### config.mk
export PLATFORM = sky130hd
export DESIGN_NAME = keypad_entry_ctrl_flat
export DESIGN_NICKNAME = d
export VERILOG_FILES = /design/src/rtl/keypad_pkg.sv /design/src/rtl/keypad_entry_ctrl_if.sv /design/src/rtl/keypad_debounce_cnt.sv /design/src/rtl/keypad_entry_ctrl.sv /design/src/flat_wrapper.sv
export SDC_FILE = /design/constraint.sdc
export NUM_CORES = 1
export LEC_CHECK = 0
export CAP_MARGIN = 15
export CORE_MARGIN = 5
export CORE_UTILIZATION = 46
export DETAILED_ROUTE_END_ITERATION = 12
export GPL_TIMING_DRIVEN = 0
export PLACE_DENSITY = 0.74
export REMOVE_ABC_BUFFERS = 1
export SLEW_MARGIN = 20
export SYNTH_ARGS = -nofsm -noshare
export SYNTH_HDL_FRONTEND = slang
export SYNTH_SLANG_ARGS = --single-unit
### constraint.sdc
create_clock -name clk -period 1.62 [get_ports clk]
set_input_delay 0.405 -clock clk [delete_from_list [all_inputs] [get_ports clk]]
set_output_delay 0.405 -clock clk [all_outputs]
set_load 0.02 [all_outputs]
### src/rtl/keypad_pkg.sv
// Shared types for the keypad entry path: BCD digit type and entry FSM states.
package keypad_pkg;
    localparam int BCD_W = 4;
    typedef logic [BCD_W-1:0] bcd_t;
    localparam bcd_t BCD_MAX = 4'd9;

    typedef enum logic [1:0] {
        DISABLED,
        IDLE,
        PRESS,
        RELEASE
    } kp_state_e;
endpackage

### src/rtl/keypad_entry_ctrl_if.sv
// Keypad entry signal bundle: encoder samples and FSM controls in, cook-time digits out.
// entry_timeout exists only when KEYPAD_CTRL_TIMEOUT_EN is defined.
interface keypad_entry_ctrl_if;
    import keypad_pkg::*;

    bcd_t bcd;
    logic data_valid;
    logic entry_enn;
    logic clear;
    logic encoder_enablen;
    bcd_t sec_ones;
    bcd_t sec_tens;
    bcd_t min_ones;
    logic key_strobe;
    logic entry_nonzero;
`ifdef KEYPAD_CTRL_TIMEOUT_EN
    logic entry_timeout;
`endif

    modport master (
        output bcd, data_valid, entry_enn, clear,
        input  encoder_enablen, sec_ones, sec_tens, min_ones, key_strobe, entry_nonzero
`ifdef KEYPAD_CTRL_TIMEOUT_EN
        , input entry_timeout
`endif
    );

    modport slave (
        input  bcd, data_valid, entry_enn, clear,
        output encoder_enablen, sec_ones, sec_tens, min_ones, key_strobe, entry_nonzero
`ifdef KEYPAD_CTRL_TIMEOUT_EN
        , output entry_timeout
`endif
    );
endinterface

### src/rtl/keypad_debounce_cnt.sv
// Saturating match counter; done flags that one more increment reaches MAX.
module keypad_debounce_cnt #(
    parameter  int unsigned MAX = 4,
    localparam int unsigned W   = $clog2(MAX + 1)
) (
    input  logic         clk,
    input  logic         resetn,
    input  logic         inc,
    input  logic         rst,
    input  logic         load1,
    output logic [W-1:0] count,
    output logic         done
);
    localparam logic [W-1:0] MAX_C = W'(MAX);
    localparam logic [W-1:0] MAX_M1 = W'(MAX - 1);

    assign done = (count == MAX_M1);

    always_ff @(posedge clk) begin
        if (!resetn || rst)
            count <= '0;
        else if (load1)
            count <= W'(1);
        else if (inc && count != MAX_C)
            count <= count + W'(1);
    end
endmodule

### src/rtl/keypad_entry_ctrl.sv
// Keypad entry controller: debounces encoder samples and shifts digits into an M:SS register.
// Optional idle timeout pulse is built when KEYPAD_CTRL_TIMEOUT_EN is defined.
module keypad_entry_ctrl
    import keypad_pkg::*;
#(
    parameter int unsigned DEBOUNCE_CYCLES = 4,
    parameter int unsigned TIMEOUT_CYCLES  = 1000
) (
    input logic clk,
    input logic resetn,
    keypad_entry_ctrl_if.slave bus
);
    localparam int unsigned CW = $clog2(DEBOUNCE_CYCLES + 1);

    bcd_t      r_bcd_q;
    logic      r_valid_q;
    kp_state_e r_state;
    bcd_t      r_cand;
    bcd_t      r_sec_ones, r_sec_tens, r_min_ones;
    logic      r_key_strobe, r_entry_nonzero, r_encoder_enablen;

    logic          w_key, w_match, w_accept, w_done;
    logic          w_inc, w_rst, w_load1;
    logic [CW-1:0] w_count;
    bcd_t          w_so_nxt, w_st_nxt, w_mo_nxt;

    always_ff @(posedge clk) begin
        if (!resetn) begin
            r_bcd_q   <= '0;
            r_valid_q <= 1'b0;
        end else begin
            r_bcd_q   <= bus.bcd;
            r_valid_q <= bus.data_valid;
        end
    end

    // Encoder codes above 9 are treated exactly like no key pressed.
    assign w_key    = r_valid_q && (r_bcd_q <= BCD_MAX);
    assign w_match  = w_key && (r_bcd_q == r_cand);
    assign w_accept = !bus.entry_enn && (r_state == PRESS) && w_match && w_done;

    always_comb begin
        w_inc   = 1'b0;
        w_rst   = 1'b0;
        w_load1 = 1'b0;
        if (bus.entry_enn) begin
            w_rst = 1'b1;
        end else begin
            case (r_state)
                DISABLED: w_rst = 1'b1;
                IDLE:     w_load1 = w_key;
                PRESS: begin
                    if (w_match) begin
                        w_rst = w_done;
                        w_inc = !w_done;
                    end else if (w_key) begin
                        w_load1 = 1'b1;
                    end else begin
                        w_rst = 1'b1;
                    end
                end
                RELEASE: begin
                    w_rst = w_key;
                    w_inc = !w_key;
                end
                default: w_rst = 1'b1;
            endcase
        end
    end

    keypad_debounce_cnt #(.MAX(DEBOUNCE_CYCLES)) u_cnt (
        .clk    (clk),
        .resetn (resetn),
        .inc    (w_inc),
        .rst    (w_rst),
        .load1  (w_load1),
        .count  (w_count),
        .done   (w_done)
    );

    // Clear overrides a coincident accept; the strobe still fires.
    always_comb begin
        w_so_nxt = r_sec_ones;
        w_st_nxt = r_sec_tens;
        w_mo_nxt = r_min_ones;
        if (w_accept) begin
            w_mo_nxt = r_sec_tens;
            w_st_nxt = r_sec_ones;
            w_so_nxt = r_cand;
        end
        if (bus.clear) begin
            w_so_nxt = '0;
            w_st_nxt = '0;
            w_mo_nxt = '0;
        end
    end

    always_ff @(posedge clk) begin
        if (!resetn) begin
            r_state           <= DISABLED;
            r_cand            <= '0;
            r_sec_ones        <= '0;
            r_sec_tens        <= '0;
            r_min_ones        <= '0;
            r_key_strobe      <= 1'b0;
            r_entry_nonzero   <= 1'b0;
            r_encoder_enablen <= 1'b1;
        end else begin
            r_encoder_enablen <= bus.entry_enn;
            r_key_strobe      <= w_accept;
            r_sec_ones        <= w_so_nxt;
            r_sec_tens        <= w_st_nxt;
            r_min_ones        <= w_mo_nxt;
            r_entry_nonzero   <= |{w_so_nxt, w_st_nxt, w_mo_nxt};
            if (bus.entry_enn) begin
                r_state <= DISABLED;
            end else begin
                case (r_state)
                    DISABLED: r_state <= RELEASE;
                    IDLE: if (w_key) begin
                        r_cand  <= r_bcd_q;
                        r_state <= PRESS;
                    end
                    PRESS: begin
                        if (w_accept)
                            r_state <= RELEASE;
                        else if (w_key && !w_match)
                            r_cand <= r_bcd_q;
                        else if (!w_key)
                            r_state <= IDLE;
                    end
                    RELEASE: if (!w_key && w_done) r_state <= IDLE;
                    default: r_state <= DISABLED;
                endcase
            end
        end
    end

    assign bus.encoder_enablen = r_encoder_enablen;
    assign bus.sec_ones        = r_sec_ones;
    assign bus.sec_tens        = r_sec_tens;
    assign bus.min_ones        = r_min_ones;
    assign bus.key_strobe      = r_key_strobe;
    assign bus.entry_nonzero   = r_entry_nonzero;

`ifdef KEYPAD_CTRL_TIMEOUT_EN
    localparam int unsigned TW = $clog2(TIMEOUT_CYCLES + 1);

    logic [TW-1:0] r_idle_cnt;
    logic          r_entry_timeout;

    // Counter parks at TIMEOUT_CYCLES so the pulse fires once per idle period.
    always_ff @(posedge clk) begin
        if (!resetn) begin
            r_idle_cnt      <= '0;
            r_entry_timeout <= 1'b0;
        end else begin
            r_entry_timeout <= 1'b0;
            if (r_key_strobe || bus.clear) begin
                r_idle_cnt <= '0;
            end else if (r_state == IDLE && r_entry_nonzero &&
                         r_idle_cnt != TW'(TIMEOUT_CYCLES)) begin
                r_idle_cnt <= r_idle_cnt + TW'(1);
                if (r_idle_cnt == TW'(TIMEOUT_CYCLES - 1))
                    r_entry_timeout <= 1'b1;
            end
        end
    end

    assign bus.entry_timeout = r_entry_timeout;
`endif
endmodule

### src/flat_wrapper.sv
// flat-port wrapper written by rule: the top's interface ports become plain ports
module keypad_entry_ctrl_flat import keypad_pkg::*;
#(
    parameter int unsigned DEBOUNCE_CYCLES = 4,
    parameter int unsigned TIMEOUT_CYCLES  = 1000
)
  (clk, resetn, bus_bcd, bus_data_valid, bus_entry_enn, bus_clear, bus_encoder_enablen, bus_sec_ones, bus_sec_tens, bus_min_ones, bus_key_strobe, bus_entry_nonzero);
  keypad_entry_ctrl_if bus_i ();
  input logic clk;
  input logic resetn;
  input wire logic [$bits(bus_i.bcd)-1:0] bus_bcd;
  input wire logic [$bits(bus_i.data_valid)-1:0] bus_data_valid;
  input wire logic [$bits(bus_i.entry_enn)-1:0] bus_entry_enn;
  input wire logic [$bits(bus_i.clear)-1:0] bus_clear;
  output wire logic [$bits(bus_i.encoder_enablen)-1:0] bus_encoder_enablen;
  output wire logic [$bits(bus_i.sec_ones)-1:0] bus_sec_ones;
  output wire logic [$bits(bus_i.sec_tens)-1:0] bus_sec_tens;
  output wire logic [$bits(bus_i.min_ones)-1:0] bus_min_ones;
  output wire logic [$bits(bus_i.key_strobe)-1:0] bus_key_strobe;
  output wire logic [$bits(bus_i.entry_nonzero)-1:0] bus_entry_nonzero;
  assign bus_i.bcd = bus_bcd;
  assign bus_i.data_valid = bus_data_valid;
  assign bus_i.entry_enn = bus_entry_enn;
  assign bus_i.clear = bus_clear;
  assign bus_encoder_enablen = bus_i.encoder_enablen;
  assign bus_sec_ones = bus_i.sec_ones;
  assign bus_sec_tens = bus_i.sec_tens;
  assign bus_min_ones = bus_i.min_ones;
  assign bus_key_strobe = bus_i.key_strobe;
  assign bus_entry_nonzero = bus_i.entry_nonzero;
  keypad_entry_ctrl #(.DEBOUNCE_CYCLES(DEBOUNCE_CYCLES), .TIMEOUT_CYCLES(TIMEOUT_CYCLES)) u_core (.clk(clk), .resetn(resetn), .bus(bus_i));
endmodule
* Word-level counts from Yosys, hierarchy flattened *
Cells that the tools add are included.

operators by class
  add/sub/neg operators = 1
  $lt $le $gt $ge = 1
  equality and inequality tests = 12
  mux-type cells = 29
  bitwise logic cells = 2
  reduce and logical (&&, ||, !) cells = 22

operator list
  kind                                                    count
  two-way mux 4 bit                                       9
  OR reduction 12 bit                                     1
  two-way mux 1 bit                                       10
  two-way mux 2 bit                                       5
  logical AND 1 bit                                       8
  case mux 2 bit (4 select lines)                         1
  case mux 4 bit (2 select lines)                         1
  inequality test 3 bit (second input constant)           2
  zero test 1 bit                                         5
  AND reduction 5 bit                                     1
  == test 2 bit (second input constant)                   2
  == test 4 bit                                           1
  less-or-equal comparator 4 bit (second input constant)  1
  inequality test 2 x 1 -> 1 bit (second input constant)  2
  inequality test 2 bit (second input constant)           2
  case mux 1 bit (2 select lines)                         2
  AND reduction 4 bit                                     1
  nonzero test 2 bit                                      2
  OR reduction 2 bit                                      2
  adder 3 x 1 -> 3 bit (second input constant)            1
  == test 3 x 2 -> 1 bit (second input constant)          1
  inequality test 3 x 2 -> 1 bit (second input constant)  1
  case mux 1 bit (3 select lines)                         1
  == test 2 x 1 -> 1 bit (second input constant)          1
  other kinds (3)                                         4

storage, ports and cells
  bits in registers = 29
  bits of input ports = 9
  output and inout bits = 15
  logic and storage cells = 79

* Longest topological paths before layout *
Gate-level depths: netlist of the first run.

  depth after elaboration = 9
  mapped depth = 8
  depth with buffers taken out = 7

* Cells and area by module *
From an unflattened synthesis of the first run, not the netlist that was laid out.

second synthesis, totals
  cell total of the unflattened synthesis = 142
  area total of the unflattened synthesis = 1,400.1 sq um

modules (own cells, without submodules)
  module               instances  cells an instance  area each (sq um)  seq. area each (sq um)
  keypad_entry_ctrl    1          122                1,208.7            520.5
  keypad_debounce_cnt  1          20                 191.4              60.1

* Least setup slack after synthesis of the first run *
Ideal clock, no wire load.

  path type = register to register
  from = register u_core.r_state[0]
  to = register u_core.r_sec_ones[2] (netlist: u_core.bus.sec_ones[2])
  setup time = 0.128 ns
  arrival = 1.550 ns
  required time = 1.492 ns
  slack = -0.058 ns
  cell stages (with the launch flop) = 9
  buffers on the path = 1
  period minus slack after synthesis = 1.678 ns
  cells stage by stage = dfxtp_1 > inv_1 > ha_1 > nand3b_1 > inv_1 > nand3_1 > buf_4 > mux2i_1 > nor2_1

on the way
  cells in the longest elaborated chain, start to end = 6

ends and longest elaborated chain
  what                             line                      source
  start, declared                  keypad_entry_ctrl.sv:17   kp_state_e r_state;
  start signal, assigned           keypad_entry_ctrl.sv:100  r_state <= DISABLED;
  start signal, assigned           keypad_entry_ctrl.sv:116  r_state <= DISABLED;
  start signal, assigned           keypad_entry_ctrl.sv:119  DISABLED: r_state <= RELEASE;
  == test 2 bit                    keypad_entry_ctrl.sv:40   assign w_accept = !bus.entry_enn && (r_state == PRESS) && w_match && w_done;
  logical AND 1 bit (3 in series)  keypad_entry_ctrl.sv:40
  two-way mux 4 bit                keypad_entry_ctrl.sv:86   if (w_accept) begin
  two-way mux 4 bit                keypad_entry_ctrl.sv:91   if (bus.clear) begin
  end signal, assigned             keypad_entry_ctrl.sv:111  r_sec_ones <= w_so_nxt;
  end, declared                    keypad_entry_ctrl.sv:19   bcd_t r_sec_ones, r_sec_tens, r_min_ones;

No other way between the ends.
A chain may end at the register's enable or synchronous reset.

* Worst setup path after layout of the first run *
  from = register u_core.r_cand[2]
  to = register u_core.r_cand[1]

on the way
  cells in the longest elaborated chain, start to end = 6
  elaborated cells between the ends (all ways) = 9
  classes of those cells = eq/ne: 3; reduce/logical: 6

ends and longest elaborated chain
  what                                                         line                                               source
  start, declared                                              keypad_entry_ctrl.sv:18                            bcd_t r_cand;
  start signal, assigned                                       keypad_entry_ctrl.sv:121                           r_cand <= r_bcd_q;
  start signal, assigned                                       keypad_entry_ctrl.sv:128                           r_cand <= r_bcd_q;
  == test 4 bit (*)                                            keypad_entry_ctrl.sv:39                            assign w_match = w_key && (r_bcd_q == r_cand);
  logical AND 1 bit (*)                                        keypad_entry_ctrl.sv:39
  logical AND 1 bit / zero test 1 bit (equally long branches)  keypad_entry_ctrl.sv:40, keypad_entry_ctrl.sv:127
  logical AND 1 bit, on equally long branches                  keypad_entry_ctrl.sv:40, keypad_entry_ctrl.sv:127
  inequality test 2 bit (no source line)                       --
  AND reduction 5 bit (no source line) (*)                     --

Every way passes the cells marked *; elsewhere a longest branch is shown, timed or not.

==> results of run 1 <==
cell families after synthesis:
family                   Yosys count  synth area share, %
AND/OR/NAND/NOR                   48                 18.0
flip-flops                        29                 42.4
AO/OA/AOI/OAI                     20                 12.9
multiplexers                      17                 12.5
buffers and inverters             13                 4.38
adder cells (fa/ha/maj)            8                 7.31
XOR/XNOR                           4                 2.56
per-layer routing:
| layer | global-route usage (%) | vias to the layer above |
|---|---|---|
| met5 | 0 | - |
| met4 | 3.69 | 0 |
| met3 | 5.35 | 6 |
| met2 | 29.5 | 30 |
| met1 | 19.2 | 587 |
| li1 | - | 576 |
state kept, by name, summed over array words and instances (netlist names):
| name | cells |
|---|---|
| u_core.bus.key_strobe | 1 |
| u_core.bus.encoder_enablen | 1 |
| u_core.r_state | 2 |
| u_core.bus.sec_ones | 4 |
| u_core.bus.sec_tens | 4 |
| u_core.r_valid_q | 1 |
| u_core.bus.min_ones | 4 |
| u_core.u_cnt.count | 3 |
| u_core.r_bcd_q | 4 |
| u_core.bus.entry_nonzero | 1 |
| u_core.r_cand | 4 |
power groups by stage:
stage | Sequential (W) | Clock [W] | Combinational [W]
3_3_place_gp | 0.000756 | 0 | 0.000123
3_5_place_dp | 0.000758 | 0 | 0.000129
2_1_floorplan | 0.000755 | 0 | 0.0000835
6_report | 0.000745 | 0.000405 | 0.000196
4_1_cts | 0.000747 | 0.000414 | 0.000158
5_1_grt | 0.000747 | 0.000459 | 0.000208
cell usage in the layout (no fill, tap or decap), types with 4 or more instances in the layout:
master / count
inv_1: 7
dfxtp_2: 7
dfxtp_1: 17
clkdlybuf4s50_1: 6
xnor2_2: 4
clkbuf_4: 5
mux2i_1: 14
and2_1: 5
buf_4: 15
dlygate4sd2_1: 16
dfxtp_4: 5
nor2_1: 19
nor4_1: 4
metrics by stage:
step           setup TNS, ns  worst slack [ns]  total power (W)  cell area [um^2]  util, %
4_1_cts              -0.0234           -0.0234          0.00132              1830     65.2
6_report              -0.159           -0.0513          0.00135              1990     70.8
3_5_place_dp          -13.37            -0.940         0.000886              1620     57.6
3_3_place_gp          -12.37            -0.919         0.000879              1620     57.6
2_1_floorplan          -3.02            -0.393         0.000839              1350        -
5_1_grt               -0.933            -0.127          0.00141              1990     70.8
worst max path at each step:
stage / startpoint / end / slack (ns) / cells after the start
finish: u_core.r_cand[2] / u_core.r_cand[1] / -0.05 / 6
floorplan: u_core.r_cand[1] / u_core.bus.entry_nonzero / -0.39 / 5
CTS: u_core.r_bcd_q[3] / u_core.u_cnt.count[0] / -0.02 / 5
global route: u_core.r_cand[3] / u_core.u_cnt.count[2] / -0.13 / 5
global placement: bus_entry_enn / u_core.bus.entry_nonzero / -0.92 / 6
detailed placement: bus_entry_enn / u_core.bus.entry_nonzero / -0.94 / 6
worst reg2reg max path: cells and delay by family (launching register included):
| family | cells | cell delay [ns] |
|---|---|---|
| xor+xnor | 1 | 0.14 |
| flops | 1 | 0.37 |
| simple gates | 2 | 0.33 |
| mux | 1 | 0.23 |
| buf+inv | 1 | 0.20 |
| compound gates | 1 | 0.29 |
final cells by class:
cell class | count | area, um^2
sequential | 29 | 608
inverter | 10 | 37.5
fill | 208 | 818
multi-input combinational | 97 | 926
timing repair buffer | 38 | 325
clock buffer | 6 | 41.3
clock inverter | 2 | 10.0
tap | 31 | 38.8
timing repair:
item | CTS | global route
resized for setup | 51 | 23
setup buffers | 4 | 11
hold endpoints to repair | 0 | 0
pin swaps | 10 | 18
endpoints found under the setup margin | 38 | 21
==> summary.md, run 1 <==
| Metric | Value |
|---|---|
| Status | complete, but fails checks |
| Violated checks | negative setup slack |
| Hold depth | 2 |
| Worst-margin pin slew | 0.493 ns |
| Detailed-route wire length | 3330 um |
| WHS | 0.528 ns |
| Yosys top cell area share | 42.4% |
| Critical path capture point type | register |
| CTS HTree Levels | 2 |
| R2r worst-path depth | 6 |
| Syn. warnings | 0 |
| Most instantiated cells after synthesis | 29 x dfxtp_1, 19 x nor2_1, 16 x mux2i_1 |
| Hold EP | u_core.u_cnt.count[1] |
| Ant. Diodes | 0 |
| Clk pin slew, worst setup/hold paths | 0.09 ns |
| Most common cell in the synthesized netlist | dfxtp_1 |
| Starting Density | 48.8% |
| RSZ-0062 raised after global routing | true |
| Reg power frac | 55.3% |
| Peak Freq | 598 MHz |
| Max_slew headroom | 67.1% |
| Synth unique cells | 39 |
| Final Cycle Share | 103% |
| Sw Pwr | 0.000364 W |
| Ports | 24 |
| Antenna Nets Post-Route | 0 |
| Die Ht | 64.6 um |
| Max-cap viol count | 0 |
| Final setup viols | 4 |
| Cts hold-fix bufs | 0 |
| Number of synthesized flops with an enable pin | 0 |
| Width of the die | 64.6 um |
| Clock share of power | 30.1% |
| Port Buf Inserts | 23 |
| Number of global-route vias before repair | 1181 |
| Maximum number of pins on one net before global-route repair | 14 |
| Finished Layout Cells | 213 |
| HPWL Detailed | 2090 um |
| Met3 WL | 125 um |
| Switching Fraction | 27.1% |
| Num rows | 19 |
| Clock Latency Late Sink | 0.32 ns |
| CP required | 1.83 ns |
| WL met1 | 1470 um |
| Leakage | 0.840 nW |
| Final RePlAce weighted congestion | 0.872 |
| CTS sink cnt | 29 |
| Highest fanout seen on the critical path | 5 |
| DRC errors left | 0 |
| CTS buffer count | 5 |
| Worst r2r src | u_core.r_cand[2] |
| Highest routed layer | met4 |
| Slew Viols, Final | 0 |
| R2R Path End | u_core.r_cand[1] |
| Synth Cell Area | 0.00137 mm^2 |
| Worst VDD drop | 494 uV |
| CTS Root Cell | clkbuf_4 |
| Worst R2R Setup Slack | -0.05 ns |
| Vias per cell | 5.63 |
| Buf/Inv on CP | 1 |
| Slowest Stage Delay on Critical Path | 0.37 ns |
| Mean Syn Cell Area | 9.86 um^2 |
| Via count | 1199 |
| Layout Area Growth over Synthesis | 45.0% |
| WL/cell | 15.6 um |
| Top cells by area, synth | dfxtp_1 42%, mux2i_1 12%, ha_1 7.3% |
| Fin nets | 198 |
| Remaining global-route overflow | 0 |
| Kind of critical path | reg2reg |
| Final Hold Viols | 0 |
| Die area | 0.00417 mm^2 |
| Internal power | 0.000981 W |
| Tmin final | 1.67 ns |
| Final worst setup slack | -0.0513 ns |
| Cells after synthesis | 139 |
| Min-delay src | u_core.u_cnt.count[1] |
| GRT Overall Usage | 16.5% |
| Share of layout cells above drive strength 1 | 36.3% |
| Worst path cell trace | xnor2_2 > and4_4 > a2111oi_4 > buf_4 > mux2i_2 > nor2_1 |
| Asr flop ratio synth | 0% |
| Worst setup SP type | register |
| CP Data Arrival Time | 1.88 ns |
| Pwr/cell area | 677 mW/mm^2 |
| Dominant cell type by area after synthesis | dfxtp_1 |
| Comb pwr share | 14.5% |
| Sequential area share after synthesis | 42.4% |
| First-pass GRT wire length | 5410 um |
| Maximum clock insertion buffer count | 2 |
| Initial antenna violation count | 0 |
| Core Footprint | 0.00281 mm^2 |
| Initial DRC Count | 78 |
| CTS tree | built |
| Slowest-stage cell, CP | dfxtp_4 |
| Setup Skew | 0.0113 ns |
| #FFs+latches synth | 29 |
| Top FF cell, synth | dfxtp_1 |
| Placed insts | 190 |
| Kind of cell adding the most delay to the critical path | flip-flops |
| First-pass DRT Iterations | 4 |
| Hold WC Path Type | reg2reg |
| Met2 routed wirelength | 1680 um |
Power figures use the tool's default switching activity.
==> run 2, diff against run 1 <==
- CORE_UTILIZATION: 46 -> 36
- PLACE_DENSITY: 0.74 -> unset
==> summary.md, run 2 (same netlist as run 1, synthesis figures left out) <==
| Metric | Value |
|---|---|
| Num rows | 22 (+3) |
| # fillers | 326 (+57%) |
| Number of global-route vias before repair | 1090 (-7.7%) |
| Buf/Inv on CP | 1 (unchanged) |
| Final RePlAce weighted congestion | 0.824 (-5.5%) |
| Layout Area Growth over Synthesis | 50.0% |
| Antenna Nets Post-Route | 0 (unchanged) |
| Final Cycle Share | 102% (-1.0 points) |
| Worst setup SP type | register |
| Final Hold Viols | 0 (unchanged) |
| Critical path capture point type | register |
| CTS Root Cell | clkbuf_8 |
| First-pass GRT wire length | 4960 um (-8.3%) |
| Clock share of power | 36.6% (+6.5 points) |
| Peak Freq | 604 MHz (+0.99%) |
| Most frequent cells in the layout | 19 x nor2_1, 17 x dfxtp_1, 16 x mux2i_1 |
| Worst R2R Setup Slack | -0.03 ns (+0.02 ns) |
| Maximum number of pins on one net before global-route repair | 14 (unchanged) |
| Slew Viols, Final | 0 (unchanged) |
| Hold WC Path Type | reg2reg |
| Fin nets | 199 (+0.51%) |
| Clock Latency Late Sink | 0.28 ns (-0.04 ns) |
| Worst-margin pin slew | 0.530 ns (+0.0366 ns) |
| GRT Overall Usage | 12.6% (-3.9 points) |
| Leakage | 0.857 nW (+2.1%) |
| Setup Skew | 0.00543 ns (-0.00586 ns) |
| Detailed-route wire length | 3240 um (-2.8%) |
| Die Ht | 71.7 um (+11%) |
| CTS buffer count | 5 (unchanged) |
| Clk pin slew, worst setup/hold paths | 0.05 ns (-0.04 ns) |
| Worst r2r src | u_core.r_cand[2] |
| Kind of critical path | reg2reg |
| CP Data Arrival Time | 1.86 ns (-0.02 ns) |
| Slowest-stage cell, CP | dfxtp_2 |
| Final setup viols | 2 (-2) |
| CTS sink cnt | 29 (unchanged) |
| Hold EP | u_core.bus.min_ones[2] |
| Via count | 1155 (-3.7%) |
| Pwr/cell area | 727 mW/mm^2 (+7.4%) |
| Worst VDD drop | 391 uV (-21%) |
| RSZ-0062 raised after global routing | true |
| Worst path cell trace | xnor2_2 > and4_4 > buf_6 > nand3_4 > mux2_4 > a31oi_4 |
| Tmin final | 1.65 ns (-0.0164 ns) |
| Initial antenna violation count | 0 (unchanged) |
| WHS | 0.534 ns (+0.00597 ns) |
| HPWL Detailed | 2080 um (-0.37%) |
| Maximum clock insertion buffer count | 2 (unchanged) |
| Kind of cell adding the most delay to the critical path | simple AND/OR/NAND/NOR gates |
| Most common cell after layout, fill and taps aside | nor2_1 |
| WL/cell | 14.0 um (-10%) |
| Ports | 24 (unchanged) |
| Remaining global-route overflow | 0 (unchanged) |
| Number of cells on the critical path | 6 (unchanged) |
| CP required | 1.82 ns (about the same) |
| Starting Density | 37.4% (-11 points) |
| Hold depth | 2 (unchanged) |
| CTS tree | built |
| First-pass DRT Iterations | 4 (unchanged) |
| Placed insts | 207 (+8.9%) |
| R2r worst-path depth | 6 (unchanged) |
| Initial DRC Count | 33 (-58%) |
| DRC errors left | 0 (unchanged) |
| Ant. Diodes | 0 (unchanged) |
| Max-cap viol count | 0 (unchanged) |
| Reg power frac | 50.0% (-5.3 points) |
| Core Footprint | 0.00366 mm^2 (+31%) |
| Post-layout util | 56.1% (-15 points) |
| R2R Path End | u_core.bus.entry_nonzero |
| Finished Layout Cells | 231 (+8.5%) |
| Cts hold-fix bufs | 0 (unchanged) |
| Switching Fraction | 24.2% (-2.8 points) |
| Max_slew headroom | 64.7% (-2.4 points) |
| Port Buf Inserts | 23 (unchanged) |
| Share of layout cells above drive strength 1 | 35.0% (-1.3 points) |
| CTS HTree Levels | 2 (unchanged) |
| Slowest Stage Delay on Critical Path | 0.35 ns (-0.02 ns) |
| Highest fanout seen on the critical path | 5 (unchanged) |
| Width of the die | 71.7 um (+11%) |
| Final worst setup slack | -0.0349 ns (+0.0164 ns) |
| Comb pwr share | 13.4% (-1.1 points) |
| Internal power | 0.00113 W (+15%) |
| Sw Pwr | 0.000362 W (-0.49%) |
| Vias per cell | 5.00 (-11%) |
| Die area | 0.00514 mm^2 (+23%) |
| Status | complete, but fails checks |
| Min-delay src | u_core.bus.min_ones[2] |
| Violated checks | negative setup slack |
-- run 2: area by class of cell --
| cell class | count | area [um^2] | share of cell area, % |
|---|---|---|---|
| Sequential cell | 29 | 606 | 29.5 |
| Timing Repair Buffer | 39 | 344 | 16.7 |
| Tap cell | 48 | 60.1 | 2.92 |
| Inverter | 10 | 37.5 | 1.83 |
| Clock buffer | 8 | 80.1 | 3.90 |
| Multi-Input combinational cell | 97 | 927 | 45.1 |
-- run 2: repair_timing --
action,CTS,global route
pin swaps,8,15
resized for setup,42,29
endpoints found under the setup margin,35,22
buffers inserted,9,7
hold endpoints to repair,0,0
-- run 2: metal layers --
layer	GRT usage [%]	share of wire [%]	vias up
met5	0	0	-
met4	7.93	3.1	0
met3	4.35	4.5	9
met2	20.2	51	23
met1	14.3	41	547
li1	-	-	576
-- run 2: how the worst max path moves through the flow --
stage / slack (ns) / startpoint / endpoint
floorplan: -0.39 / u_core.r_cand[1] / u_core.bus.entry_nonzero
global placement: -0.94 / bus_entry_enn / u_core.bus.entry_nonzero
detailed placement: -1.04 / bus_entry_enn / u_core.bus.entry_nonzero
CTS: -0.01 / bus_entry_enn / u_core.bus.entry_nonzero
global route: -0.1 / u_core.r_cand[2] / u_core.bus.entry_nonzero
finish: -0.03 / u_core.r_cand[2] / u_core.bus.entry_nonzero
-- run 2: power by group through the flow --
| stage | logic [W] | clock network (W) | registers, W |
|---|---|---|---|
| after floorplan | 0.0000835 | 0 | 0.000755 |
| after global placement | 0.000123 | 0 | 0.000756 |
| after detailed placement | 0.000127 | 0 | 0.000757 |
| after CTS | 0.000169 | 0.000571 | 0.000745 |
| after global routing | 0.000216 | 0.000604 | 0.000750 |
| final | 0.000200 | 0.000546 | 0.000748 |
-- run 2: worst register-to-register path, cell delays in order, from the launching register on --
cell	delay [ns]
dfxtp_2	0.35
xnor2_2	0.21
and4_4	0.31
buf_6	0.13
nand3_4	0.09
mux2_4	0.33
a31oi_4	0.16
-- run 2: metrics by stage --
step                      total power (W)  worst slack [ns]  cell area, um^2  TNS [ns]
after floorplan                  0.000839            -0.393             1350     -3.02
after global placement           0.000879            -0.944             1640    -12.58
after detailed placement         0.000884             -1.04             1640    -14.05
after CTS                         0.00148           -0.0127             1890   -0.0161
after global routing              0.00157           -0.0960             2050    -0.956
final                             0.00149           -0.0349             2050   -0.0635
==> run 3, diff against run 2 <==
- ABC_AREA: unset -> 1
- SLEW_MARGIN: 20 -> 0
==> summary.md, run 3 <==
| Metric | Value |
|---|---|
| Status | complete, but fails checks |
| Violated checks | negative setup slack |
| Num rows | 24 (+9.1%) |
| Width of the die | 76.2 um (+6.2%) |
| First-pass GRT wire length | 6220 um (+25%) |
| # fillers | 414 (+27%) |
| Worst VDD drop | 413 uV (+5.8%) |
| WL/cell | 11.5 um (-18%) |
| Max_slew headroom | 65.2% (+0.48 points) |
| Leakage | 1.17 nW (+37%) |
| Final worst setup slack | -0.171 ns (-0.136 ns) |
| Dominant cell type by area after synthesis | dfxtp_1 |
| Most common cell in the synthesized netlist | nand2_1 |
| Worst path cell trace | inv_4 > ha_4 > inv_4 > nor3_4 > nand4_4 > inv_4 > nand2_2 > nand3_2 > nand2_1 > nor2_2 > nand3_1 > nand2_1 > inv_1 |
| Fin nets | 291 (+46%) |
| Clock Latency Late Sink | 0.29 ns (about the same) |
| DRC errors left | 0 (unchanged) |
| Setup Skew | 0.00824 ns (+0.00281 ns) |
| Pwr/cell area | 703 mW/mm^2 (-3.3%) |
| Vias per cell | 4.61 (-7.7%) |
| CTS tree | built |
| Pre-CTS setup slack | -0.998 ns (+0.0393 ns) |
| Slew Viols, Final | 0 (unchanged) |
| Slowest-stage cell, CP | dfxtp_4 |
| Via count | 1509 (+31%) |
| Most frequent cells in the layout | 46 x nand2_1, 39 x inv_1, 22 x nor2_1 |
| Layout Area Growth over Synthesis | 47.8% |
| Syn. warnings | 0 (unchanged) |
| Clk pin slew, worst setup/hold paths | 0.07 ns (+0.02 ns) |
| Initial DRC Count | 71 (+120%) |
| Most instantiated cells after synthesis | 57 x nand2_1, 42 x inv_1, 29 x dfxtp_1 |
| Cts hold-fix bufs | 0 (unchanged) |
| Max-cap viol count | 0 (unchanged) |
| Yosys top cell area share | 36.9% (-5.5 points) |
| Synth Cell Area | 0.00158 mm^2 (+15%) |
| GRT Overall Usage | 12.9% (+0.26 points) |
| Most common cell after layout, fill and taps aside | nand2_1 |
| Die area | 0.00580 mm^2 (+13%) |
| Multi-input logic area | 981 um^2 (+5.8%) |
| RSZ-0062 raised after global routing | true |
| Ports | 24 (unchanged) |
| Final Cycle Share | 111% (+8.4 points) |
| Synth unique cells | 25 (-36%) |
| Number of cells on the critical path | 13 (+7) |
| Kind of cell adding the most delay to the critical path | simple AND/OR/NAND/NOR gates |
| Maximum number of pins on one net before global-route repair | 16 (+2) |
| Share of layout cells above drive strength 1 | 33.5% (-1.5 points) |
| Buf/Inv on CP | 4 (+3) |
| CTS HTree Levels | 2 (unchanged) |
| Core Footprint | 0.00429 mm^2 (+17%) |
| Slowest Stage Delay on Critical Path | 0.36 ns (about the same) |
| Number of synthesized flops with an enable pin | 0 (unchanged) |
| CTS sink cnt | 29 (unchanged) |
| CP startpoint | u_core.r_state[0] |
| Starting Density | 36.7% (-0.74 points) |
| Remaining global-route overflow | 0 (unchanged) |
| Antenna Nets Post-Route | 0 (unchanged) |
| Placed insts | 296 (+43%) |
| Mean Syn Cell Area | 7.00 um^2 (-29%) |
| R2r worst-path depth | 13 (+7) |
| CTS Root Cell | clkbuf_8 |
| CP Data Arrival Time | 1.99 ns (+0.13 ns) |
| Asr flop ratio synth | 0% (unchanged) |
| Hold WC Path Type | reg2reg |
| Detailed-route wire length | 3750 um (+16%) |
| HPWL Detailed | 2400 um (+16%) |
| Final setup viols | 7 (+5) |
| #FFs+latches synth | 29 (unchanged) |
| Maximum clock insertion buffer count | 2 (unchanged) |
| Worst setup SP type | register |
| Tmin final | 1.79 ns (+0.136 ns) |
| Ant. Diodes | 0 (unchanged) |
| Sequential area share after synthesis | 36.9% (-5.5 points) |
| Most used cell, CP | inv_4 |
| Finished Layout Cells | 327 (+42%) |
| CTS buffer count | 5 (unchanged) |
| Cells after synthesis | 225 (+62%) |
| Critical path capture point type | register |
| Top cells by area, synth | dfxtp_1 37%, nand2_1 14%, inv_1 10% |
| Worst r2r src | u_core.r_state[0] |
| Number of global-route vias before repair | 1416 (+30%) |
| Die Ht | 76.2 um (+6.2%) |
| Final Hold Viols | 0 (unchanged) |
| Highest fanout seen on the critical path | 5 (unchanged) |
| Peak Freq | 558 MHz (-7.6%) |
| R2R Path End | u_core.bus.entry_nonzero |
| Kind of critical path | reg2reg |
| First-pass DRT Iterations | 4 (unchanged) |
| Top FF cell, synth | dfxtp_1 |
| CP required | 1.82 ns (about the same) |
| Initial antenna violation count | 0 (unchanged) |
| Worst-margin pin slew | 0.522 ns (-0.00783 ns) |
| Port Buf Inserts | 23 (unchanged) |
| Worst R2R Setup Slack | -0.17 ns (-0.14 ns) |
| Critical Path Sink | u_core.bus.entry_nonzero |
| Sequential cell area | 596 um^2 (-1.7%) |
| Final RePlAce weighted congestion | 0.745 (-9.6%) |
==> run 3: cell types whose count changed after synthesis, sizes merged, moves of 3 or more <==
cell   delta
nand2    +56
nor2     +13
nor4      -5
inv      +36
a21oi     +7
nand4     +4
xnor2     -4
nand3    +25
mux2i    -16
and2      -6
a31oi     -3
==> run 3: stage by stage <==
| stage | hold slack (ns) | power [W] | TNS, ns | utilization [%] | area, um^2 |
|---|---|---|---|---|---|
| detailed placement | 0.477 | 0.000970 | -14.70 | 43.0 | 1850 |
| CTS | 0.488 | 0.00160 | -0.721 | 48.3 | 2070 |
| global placement | 0.473 | 0.000969 | -14.85 | 43.0 | 1850 |
| floorplan | 0.451 | 0.000913 | -1.07 | - | 1550 |
| global route | 0.489 | 0.00171 | -2.55 | 54.2 | 2330 |
| finish | 0.485 | 0.00164 | -0.868 | 54.2 | 2330 |
==> run 3: worst min path at each step <==
stage | endpoint | depth (start not counted) | start
3_3_place_gp | u_core.u_cnt.count[2] | 2 | u_core.u_cnt.count[2]
5_1_grt | u_core.u_cnt.count[2] | 2 | u_core.u_cnt.count[2]
3_5_place_dp | u_core.u_cnt.count[2] | 2 | u_core.u_cnt.count[2]
4_1_cts | u_core.u_cnt.count[2] | 2 | u_core.u_cnt.count[2]
6_report | u_core.u_cnt.count[2] | 2 | u_core.u_cnt.count[2]
2_1_floorplan | u_core.u_cnt.count[2] | 2 | u_core.u_cnt.count[2]
==> run 3: per-layer routing <==
layer / vias up / wire length [um] / track usage, %
met3: 7 / 200 / 4.37
met2: 27 / 1890 / 21.1
met1: 681 / 1600 / 15.1
met5: - / 0 / 0
met4: 0 / 59 / 5.77
li1: 794 / - / -
==> run 3: what timing repair did <==
action,CTS,global route
pin swaps,11,28
endpoints found under the setup margin,37,23
resized for setup,38,40
setup buffers,10,11
cloned,1,1
==> run 3: cell families (layout without fill, tap and decap cells) <==
kind of cell | count (synthesis) | after routing | synth area share, %
and+or+nand+nor | 123 | 124 | 38.0
buffers and inverters | 50 | 99 | 12.5
DFF | 29 | 29 | 36.9
AOI/OAI and AO/OA | 15 | 15 | 6.19
adders and majority gates | 8 | 8 | 6.35
==> run 3: where the power goes <==
| group | total (W) | internal [W] | switching (W) |
|---|---|---|---|
| Clock | 0.000600 | 0.000296 | 0.000304 |
| Sequential | 0.000753 | 0.000735 | 0.0000174 |
| Combinational | 0.000285 | 0.000117 | 0.000168 |
| Total | 0.00164 | 0.00115 | 0.000489 |
==> run 3: worst register-to-register path, delay by kind of cell (launching register included) <==
family / cells / cell delay (ns)
buffers and inverters: 4 / 0.31
DFF: 1 / 0.36
and+or+nand+nor: 8 / 0.87
adders and majority gates: 1 / 0.15
==> run 3: final cells by class <==
class | instances | area share [%]
Clock buffer | 5 | 2.96
Clock inverter | 3 | 0.752
Inverter | 46 | 8.22
Multi-Input combinational cell | 147 | 42.1
Sequential cell | 29 | 25.6
Tap cell | 52 | 2.79
Timing Repair Buffer | 45 | 17.6
